--- src/rtl/ram_rmw_arbiter.sv ---
// Round-robin arbiter sharing RAM port A between two requesters for reads and read-add-write ops.
// Define RAM_RMW_VERIFY_EN to re-read each write-back and flag a mismatch on rsp_err.
module ram_rmw_arbiter #(
    parameter int AW = 10,
    parameter int DW = 16
) (
    input  logic          clk,
    input  logic          rst,
    input  logic          req0_valid,
    output logic          req0_ready,
    input  logic [AW-1:0] req0_addr,
    input  logic          req0_op,
    input  logic [DW-1:0] req0_operand,
    input  logic          req1_valid,
    output logic          req1_ready,
    input  logic [AW-1:0] req1_addr,
    input  logic          req1_op,
    input  logic [DW-1:0] req1_operand,
    output logic          rsp_valid,
    output logic          rsp_id,
    output logic [DW-1:0] rsp_data,
    output logic          rsp_err,
    output logic [AW-1:0] ram_addr,
    output logic [DW-1:0] ram_data,
    output logic          ram_we,
    input  logic [DW-1:0] ram_q,
    output logic          busy
);
    localparam logic [2:0] IDLE = 3'd0;
    localparam logic [2:0] RD   = 3'd1;
    localparam logic [2:0] WT   = 3'd2;
    localparam logic [2:0] WR   = 3'd3;
`ifdef RAM_RMW_VERIFY_EN
    localparam logic [2:0] VRD  = 3'd4;
    localparam logic [2:0] VCMP = 3'd5;
`endif
    localparam logic [2:0] RSP  = 3'd6;

    logic [2:0]    state;
    logic          lastGrant;
    logic          opQ;
    logic          idQ;
    logic [AW-1:0] addrQ;
    logic [DW-1:0] operandQ;
    logic [DW-1:0] dataQ;
    logic [DW-1:0] rspDataQ;
    logic          rspIdQ;
    logic          idle;
    logic          grant0;
    logic          grant1;
    logic [DW-1:0] sum;
`ifdef RAM_RMW_VERIFY_EN
    logic [DW-1:0] wdataQ;
    logic          rspErrQ;
`endif

    // On contention the requester that did not win last time gets the grant.
    assign idle   = (state == IDLE);
    assign grant0 = req0_valid & (~req1_valid | lastGrant);
    assign grant1 = req1_valid & (~req0_valid | ~lastGrant);

    assign req0_ready = rst & idle & grant0;
    assign req1_ready = rst & idle & grant1;

    assign sum       = dataQ + operandQ;
    assign ram_we    = (state == WR);
    assign ram_addr  = idle ? '0 : addrQ;
    assign ram_data  = ram_we ? sum : '0;
    assign busy      = ~idle;
    assign rsp_valid = (state == RSP);
    assign rsp_id    = rspIdQ;
    assign rsp_data  = rspDataQ;
`ifdef RAM_RMW_VERIFY_EN
    assign rsp_err   = rspErrQ;
`else
    assign rsp_err   = 1'b0;
`endif

    always_ff @(posedge clk or negedge rst) begin
        if (!rst) begin
            state     <= IDLE;
            lastGrant <= 1'b1;
            opQ       <= 1'b0;
            idQ       <= 1'b0;
            addrQ     <= '0;
            operandQ  <= '0;
            dataQ     <= '0;
            rspDataQ  <= '0;
            rspIdQ    <= 1'b0;
`ifdef RAM_RMW_VERIFY_EN
            wdataQ    <= '0;
            rspErrQ   <= 1'b0;
`endif
        end else begin
            case (state)
                IDLE: begin
                    if (grant0 || grant1) begin
                        addrQ     <= grant1 ? req1_addr : req0_addr;
                        opQ       <= grant1 ? req1_op : req0_op;
                        operandQ  <= grant1 ? req1_operand : req0_operand;
                        idQ       <= grant1;
                        lastGrant <= grant1;
                        state     <= RD;
                    end
                end
                RD: state <= WT;
                WT: begin
                    dataQ <= ram_q;
                    if (opQ) begin
                        state <= WR;
                    end else begin
                        // Response registers load on entry to RSP and hold afterwards.
                        rspDataQ <= ram_q;
                        rspIdQ   <= idQ;
`ifdef RAM_RMW_VERIFY_EN
                        rspErrQ  <= 1'b0;
`endif
                        state    <= RSP;
                    end
                end
                WR: begin
`ifdef RAM_RMW_VERIFY_EN
                    wdataQ <= sum;
                    state  <= VRD;
`else
                    rspDataQ <= sum;
                    rspIdQ   <= idQ;
                    state    <= RSP;
`endif
                end
`ifdef RAM_RMW_VERIFY_EN
                VRD: state <= VCMP;
                VCMP: begin
                    rspDataQ <= wdataQ;
                    rspIdQ   <= idQ;
                    rspErrQ  <= (ram_q != wdataQ);
                    state    <= RSP;
                end
`endif
                RSP:     state <= IDLE;
                default: state <= IDLE;
            endcase
        end
    end
endmodule
--- config.mk ---
export PLATFORM = sky130hd
export DESIGN_NAME = ram_rmw_arbiter
export DESIGN_NICKNAME = d
export VERILOG_FILES = /design/src/rtl/ram_rmw_arbiter.sv
export SDC_FILE = /design/constraint.sdc
export NUM_CORES = 1
export LEC_CHECK = 0
export CORE_ASPECT_RATIO = 0.75
export CORE_MARGIN = 4
export CORE_UTILIZATION = 45
export CTS_BUF_LIST = sky130_fd_sc_hd__clkbuf_16
export DETAILED_ROUTE_END_ITERATION = 12
export PLACE_DENSITY_LB_ADDON = 0.05
export SLEW_MARGIN = 20
export SYNTH_ARGS = -nofsm -noshare
export SYNTH_HDL_FRONTEND = slang
export SYNTH_SLANG_ARGS = --single-unit
--- constraint.sdc ---
create_clock -name clk -period 5.3 [get_ports clk]
set_clock_uncertainty 0.1 [all_clocks]
set_input_delay 1.06 -clock clk [delete_from_list [all_inputs] [get_ports clk]]
set_output_delay 1.06 -clock clk [all_outputs]
set_load 0.03 [all_outputs]
==> impl_metrics.env, run 1 <==
export IMPL_ff2ff_setup_slack_ns=2.67
export IMPL_power_frac_comb_pct=63.3
export IMPL_drtIter0Drc=147
export IMPL_netlist_top_cells_area="dfrtp_1, mux2i_1, a21oi_1"
export IMPL_rr_startpoint="state[0]"
export IMPL_async_reset_ff_share_pct=100
export IMPL_cts_hold_buf=0
export IMPL_switchingPower_mw=1.82
export IMPL_pwr_share_seq_pct=22.9
export IMPL_synth_edf_count=0
export IMPL_io_buffer_count=121
export IMPL_die_h_um=86.2
export IMPL_cts_made_buffers=9
export IMPL_post_route_cells_drive_above_1_share_pct=10.0
export IMPL_timing_fmax_mhz=223
export IMPL_die_x_um=112
export IMPL_power_frac_clock_pct=13.8
export IMPL_hold_class="reg -> reg"
export IMPL_cts_htree_levels=3
export IMPL_yosysTopAreaCellShare_pct=43.6
export IMPL_dr_pass1_iters=4
export IMPL_ir_worst_vdd_mv=0.327
export IMPL_power_density_mw_per_mm2=765
export IMPL_worstHoldStart="rsp_data[4]"
export IMPL_initial_core_util_pct=46.4
export IMPL_drcViolationCount=0
export IMPL_cts_tree="built"
export IMPL_p_leak_nw=2.24
export IMPL_setup_viol=0
export IMPL_cap_viol_max_count=0
export IMPL_place_gp_congestion=0.909
export IMPL_ys_ff_latch=65
export IMPL_cp_required_ns=4.14
export IMPL_tightest_slew_ns=0.691
export IMPL_post_route_period_util_pct=84.6
export IMPL_grt_max_degree=55
export IMPL_cp_data_arrival_time_ns=3.32
export IMPL_tns_ns=0
export IMPL_ant_nets=0
export IMPL_post_cts_buffers=0
export IMPL_viasPerCell=5.29
export IMPL_grt_overflow=0
export IMPL_area_growth_pct=43.6
export IMPL_grt_pass1_vias=3201
export IMPL_antenna_cells=0
export IMPL_die_area_mm2=0.00968
export IMPL_wirelength_um=9900
export IMPL_slew_violations=0
export IMPL_ys_seq_area_share_pct=44.3
export IMPL_critical_path_endpoint_type="output pin"
export IMPL_drt_wirelength_per_cell_um=16.7
export IMPL_clk_latency_ns=0.33
export IMPL_hold_violations=0
export IMPL_antenna_found_initial=0
export IMPL_synth_fp_nets=455
export IMPL_synth_distinct_cells=50
export IMPL_worstSetupPathType="reg -> out"
export IMPL_hold_depth=2
export IMPL_p_int_mw=2.22
export IMPL_vias=3143
export IMPL_reg2regPathDepth=6
export IMPL_rows=28
export IMPL_clock_sinks=65
export IMPL_yosys_warnings=0
export IMPL_ios=123
export IMPL_clk_pin_slew_ns=0.05
export IMPL_worstReg2RegEnd="operandQ[11]"
export IMPL_fin_crit_ns=4.48
export IMPL_max_slew_margin_pct=53.8
export IMPL_ctsResizeCount=0
export IMPL_dp_hpwl_um=7520
export IMPL_grt_pass1_wl_um=16200
export IMPL_outcome="finished, final reports clean"
export IMPL_final_instance_count_excl_fill=594
export IMPL_final_nets=576
export IMPL_ctsLongestPathBuffers=2
export IMPL_netlist_instances=365
export IMPL_path_max_fanout=3
export IMPL_hold_end="rsp_data[4]"
export IMPL_yosysTopAreaCell="dfrtp_1"
export IMPL_synthFlopType="dfrtp_1"
export IMPL_dp_cells=579
export IMPL_avgSynthCellArea_um2=10.1
export IMPL_p_sw_share_pct=45.0
export IMPL_cts_root_buf="clkbuf_16"
export IMPL_core_mm2=0.00792
export IMPL_grt_total_usage_pct=21.1
export IMPL_syn_area_mm2=0.00367
export IMPL_cp_start_kind="flip-flop"
export IMPL_grt_setup_unrepaired="false"
-- worst max path at each step --
| stage | startpoint | to | cells after the start |
|---|---|---|---|
| detailed placement | operandQ[0] | ram_data[14] | 9 |
| global placement | operandQ[0] | ram_data[14] | 9 |
| finish | operandQ[0] | ram_data[14] | 9 |
| floorplan | req1_valid | req1_ready | 5 |
| CTS | operandQ[0] | ram_data[14] | 9 |
| global route | operandQ[0] | ram_data[14] | 9 |
-- cells by family (layout without fill, tap and decap cells) --
group | Yosys count | in the layout | share of synthesized area, %
mux | 44 | 44 | 12.5
buf+inv | 26 | 150 | 3.54
xor+xnor | 14 | 14 | 3.34
other cells | 1 | 1 | 0.102
flops | 65 | 65 | 44.3
fa+ha+maj | 16 | 16 | 5.66
simple gates | 101 | 101 | 12.9
compound gates | 98 | 98 | 17.6
-- per-layer routing --
metal	share of wire [%]	GRT usage, %	vias up
li1	-	-	1531
met1	44	26.9	1518
met2	50	36.6	85
met3	5.5	5.44	9
met4	0.78	4.91	0
met5	0	0	-
-- critical path: stages, from the launching register on --
cell             delay (ns)
dfrtp_1                0.39
ha_1                   0.25
fa_1                   0.42
a21oi_1                0.18
o21ai_0                0.24
a21o_1                 0.27
a211oi_2               0.23
xnor2_1                0.17
and2_1                 0.15
clkdlybuf4s50_1        0.69
-- flip-flops by register name, indices dropped and copies added (netlist names) --
register   flops
dataQ         16
operandQ      16
addrQ         10
lastGrant      1
idQ            1
rsp_data      16
rsp_id         1
state          3
opQ            1
-- power by group through the flow --
stage                     sequential [mW]  clock [mW]  combinational [mW]
final                               0.922       0.558                2.55
after global routing                0.956       0.594                2.79
after CTS                           0.927       0.571                2.54
after detailed placement            0.932           0                2.52
after global placement              0.923           0                2.50
after floorplan                      1.00           0                1.68
-- cells in the mapped netlist, types with 4 or more instances --
cell type  count
xnor2_1        7
buf_2          7
ha_1          15
mux2i_1       28
o21ai_0       15
xor2_1         7
dfrtp_1       64
and2_1        15
and3_1         5
nor2_1        47
inv_1          8
a21oi_1       50
a21o_1         6
a221o_1        4
mux2_2        16
clkbuf_1       5
nand2_1       21
-- layout make-up --
class	count	area (um2)
sequential	65	1630
timing repair buffer	128	1280
clock buffer	9	225
fill	671	2650
clock inverter	5	48.8
inverter	8	30.0
multi-input combinational	274	1930
tap	105	131
-- cells in the final DEF, fill, tap and decap left out, types with 14 or more instances in the layout --
| master | count |
|---|---|
| a21oi_1 | 49 |
| and2_1 | 15 |
| clkdlybuf4s50_1 | 120 |
| dfrtp_1 | 64 |
| ha_1 | 15 |
| mux2_2 | 16 |
| mux2i_1 | 28 |
| nand2_1 | 21 |
| nor2_1 | 47 |
| o21ai_0 | 14 |
-- per-stage QoR --
| stage | setup WS [ns] | cell area [um2] | total power, mW | utilization [%] | hold slack [ns] |
|---|---|---|---|---|---|
| 2_1_floorplan | 1.82 | 3670 | 2.69 | - | 0.332 |
| 3_3_place_gp | 1.23 | 4970 | 3.42 | 62.8 | 0.368 |
| 3_5_place_dp | 1.17 | 4970 | 3.46 | 62.8 | 0.370 |
| 4_1_cts | 0.808 | 5240 | 4.04 | 66.2 | 0.387 |
| 5_1_grt | 0.660 | 5270 | 4.34 | 66.6 | 0.408 |
| 6_report | 0.818 | 5270 | 4.03 | 66.6 | 0.379 |
Power figures use the tool's default switching activity.
==> run 2: changes to the inputs <==
==> constraint.sdc (replaced) <==
create_clock -name clk -period 4.6 [get_ports clk]
set_clock_uncertainty 0.1 [all_clocks]
set_input_delay 0.92 -clock clk [delete_from_list [all_inputs] [get_ports clk]]
set_output_delay 0.92 -clock clk [all_outputs]
set_load 0.03 [all_outputs]
==> run 2 against run 1 <==
  * First-iteration DRC count shrank 46%
  * Routed wire length decreased by 1.1%
  * Non-clock buffer count unchanged
  * Flip-flop and latch count did not move
  * Highest routed layer unchanged
==> impl_metrics.env, run 2 (same netlist as run 1, synthesis figures left out) <==
export IMPL_outcome="finished, final reports clean"
export IMPL_io_buffer_count=121
export IMPL_crit_path_start="operandQ[0]"
export IMPL_reg2regPathDepth=8
export IMPL_dr_pass1_iters=4
export IMPL_core_mm2=0.00792
export IMPL_cts_made_buffers=9
export IMPL_drtIter0Drc=79
export IMPL_rows=28
export IMPL_drt_wirelength_per_cell_um=16.4
export IMPL_max_slew_margin_pct=50.6
export IMPL_grt_total_usage_pct=20.8
export IMPL_antenna_found_initial=0
export IMPL_vias=3162
export IMPL_path_max_fanout=3
export IMPL_fin_ws_ns=0.253
export IMPL_p_leak_nw=2.26
export IMPL_area_growth_pct=44.6
export IMPL_cts_tree="built"
export IMPL_ant_nets=0
export IMPL_grt_overflow=0
export IMPL_setup_viol=0
export IMPL_final_nets=576
export IMPL_cts_root_buf="clkbuf_16"
export IMPL_clk_pin_slew_ns=0.05
export IMPL_worstSetupPathType="reg -> out"
export IMPL_cpMaxStageDelayCell="clkdlybuf4s50_1"
export IMPL_place_gp_congestion=0.798
export IMPL_tns_ns=0
export IMPL_ir_worst_vdd_mv=0.460
export IMPL_antenna_cells=0
export IMPL_cp_start_kind="flip-flop"
export IMPL_ctsResizeCount=0
export IMPL_cts_hold_buf=0
export IMPL_initial_core_util_pct=46.4
export IMPL_worstReg2RegEnd="rsp_data[10]"
export IMPL_power_density_mw_per_mm2=889
export IMPL_cap_viol_max_count=0
export IMPL_hold_class="in -> async"
export IMPL_dp_hpwl_um=7460
export IMPL_clock_sinks=65
export IMPL_wirelength_um=9790
export IMPL_slowest_delay_ns=0.67
export IMPL_final_common_cell="clkdlybuf4s50_1"
export IMPL_post_route_period_util_pct=94.5
export IMPL_critical_path_endpoint_type="output pin"
export IMPL_final_cell_mix="clkdlybuf4s50_1, dfrtp_1, a21oi_1, nor2_1, mux2i_1"
export IMPL_die_h_um=86.2
export IMPL_grt_setup_unrepaired="false"
export IMPL_slew_violations=0
export IMPL_die_area_mm2=0.00968
export IMPL_cp_data_arrival_time_ns=3.33
export IMPL_viasPerCell=5.31
export IMPL_tightest_slew_ns=0.737
export IMPL_ctsLongestPathBuffers=2
export IMPL_rr_startpoint="operandQ[0]"
export IMPL_post_route_cells_drive_above_1_share_pct=9.98
export IMPL_ios=123
export IMPL_ff2ff_setup_slack_ns=2.00
export IMPL_clk_latency_ns=0.32
export IMPL_cts_htree_levels=3
export IMPL_drcViolationCount=0
export IMPL_grt_max_degree=55
export IMPL_fin_crit_ns=4.35
export IMPL_hold_violations=0
export IMPL_crit_chain="ha_1 -> fa_1 -> a21oi_1 -> o21ai_0 -> a21o_1 -> a31oi_1 -> xnor2_1 -> and2_1 -> clkdlybuf4s50_1"
export IMPL_timing_fmax_mhz=230
export IMPL_grt_pass1_wl_um=16100
export IMPL_post_place_ws_ns=0.608
export IMPL_cp_required_ns=3.58
export IMPL_grt_pass1_vias=3285
export IMPL_die_x_um=112
export IMPL_post_cts_buffers=0
## run 2: changes by cell type in the layout (fill, tap and decap cells not counted)
cell        change
bufinv_16       +1
inv_1           +2
clkinv_4        +1
clkinv_2        -3
clkinvlp_4      +1
## run 2: metrics by stage
stage | cell area [um2] | hold slack [ns] | instances | total power, mW | utilization [%]
floorplan | 3670 | 0.332 | 365 | 3.10 | -
global placement | 4970 | 0.367 | 579 | 3.93 | 62.8
detailed placement | 4970 | 0.373 | 579 | 3.99 | 62.8
CTS | 5280 | 0.330 | 595 | 4.73 | 66.7
global route | 5310 | 0.332 | 596 | 5.07 | 67.1
finish | 5310 | 0.334 | 596 | 4.72 | 67.1
## run 2: how the worst max path moves through the flow
stage | endpoint | slack [ns] | cells past startpoint
2_1_floorplan | ram_data[14] | 1.35 | 8
3_3_place_gp | ram_data[14] | 0.68 | 9
3_5_place_dp | ram_data[14] | 0.61 | 9
4_1_cts | ram_data[14] | 0.25 | 9
5_1_grt | ram_data[14] | 0.06 | 9
6_report | ram_data[12] | 0.25 | 9
## run 2: cell type report
| type | count | area (um2) |
|---|---|---|
| timing repair buffer | 128 | 1280 |
| sequential | 65 | 1630 |
| inverter | 8 | 30.0 |
| fill | 676 | 2610 |
| clock inverter | 7 | 87.6 |
| clock buffer | 9 | 225 |
| multi-input combinational | 274 | 1930 |
| tap | 105 | 131 |
## run 2: critical path, delay by kind of cell (launching register included)
family	cells	cell delay, ns
xor+xnor	1	0.19
fa+ha+maj	2	0.69
buf+inv	1	0.67
flops	1	0.38
compound gates	4	0.90
simple gates	1	0.17
## run 2: power breakdown
| group | internal [mW] | total (mW) | leakage (nW) | switching (mW) |
|---|---|---|---|---|
| Combinational | 1.28 | 2.94 | 1.35 | 1.66 |
| Sequential | 0.871 | 1.06 | 0.749 | 0.191 |
| Clock | 0.469 | 0.718 | 0.156 | 0.249 |
## run 2: per-layer routing
metal  global-route usage [%]  vias to the layer above  part of all wire, %
met5                        0                        -                    0
met4                     5.35                        0                 0.80
met3                     5.72                       10                  5.4
met2                     36.0                       87                   49
met1                     25.9                     1533                   45
li1                         -                     1532                    -
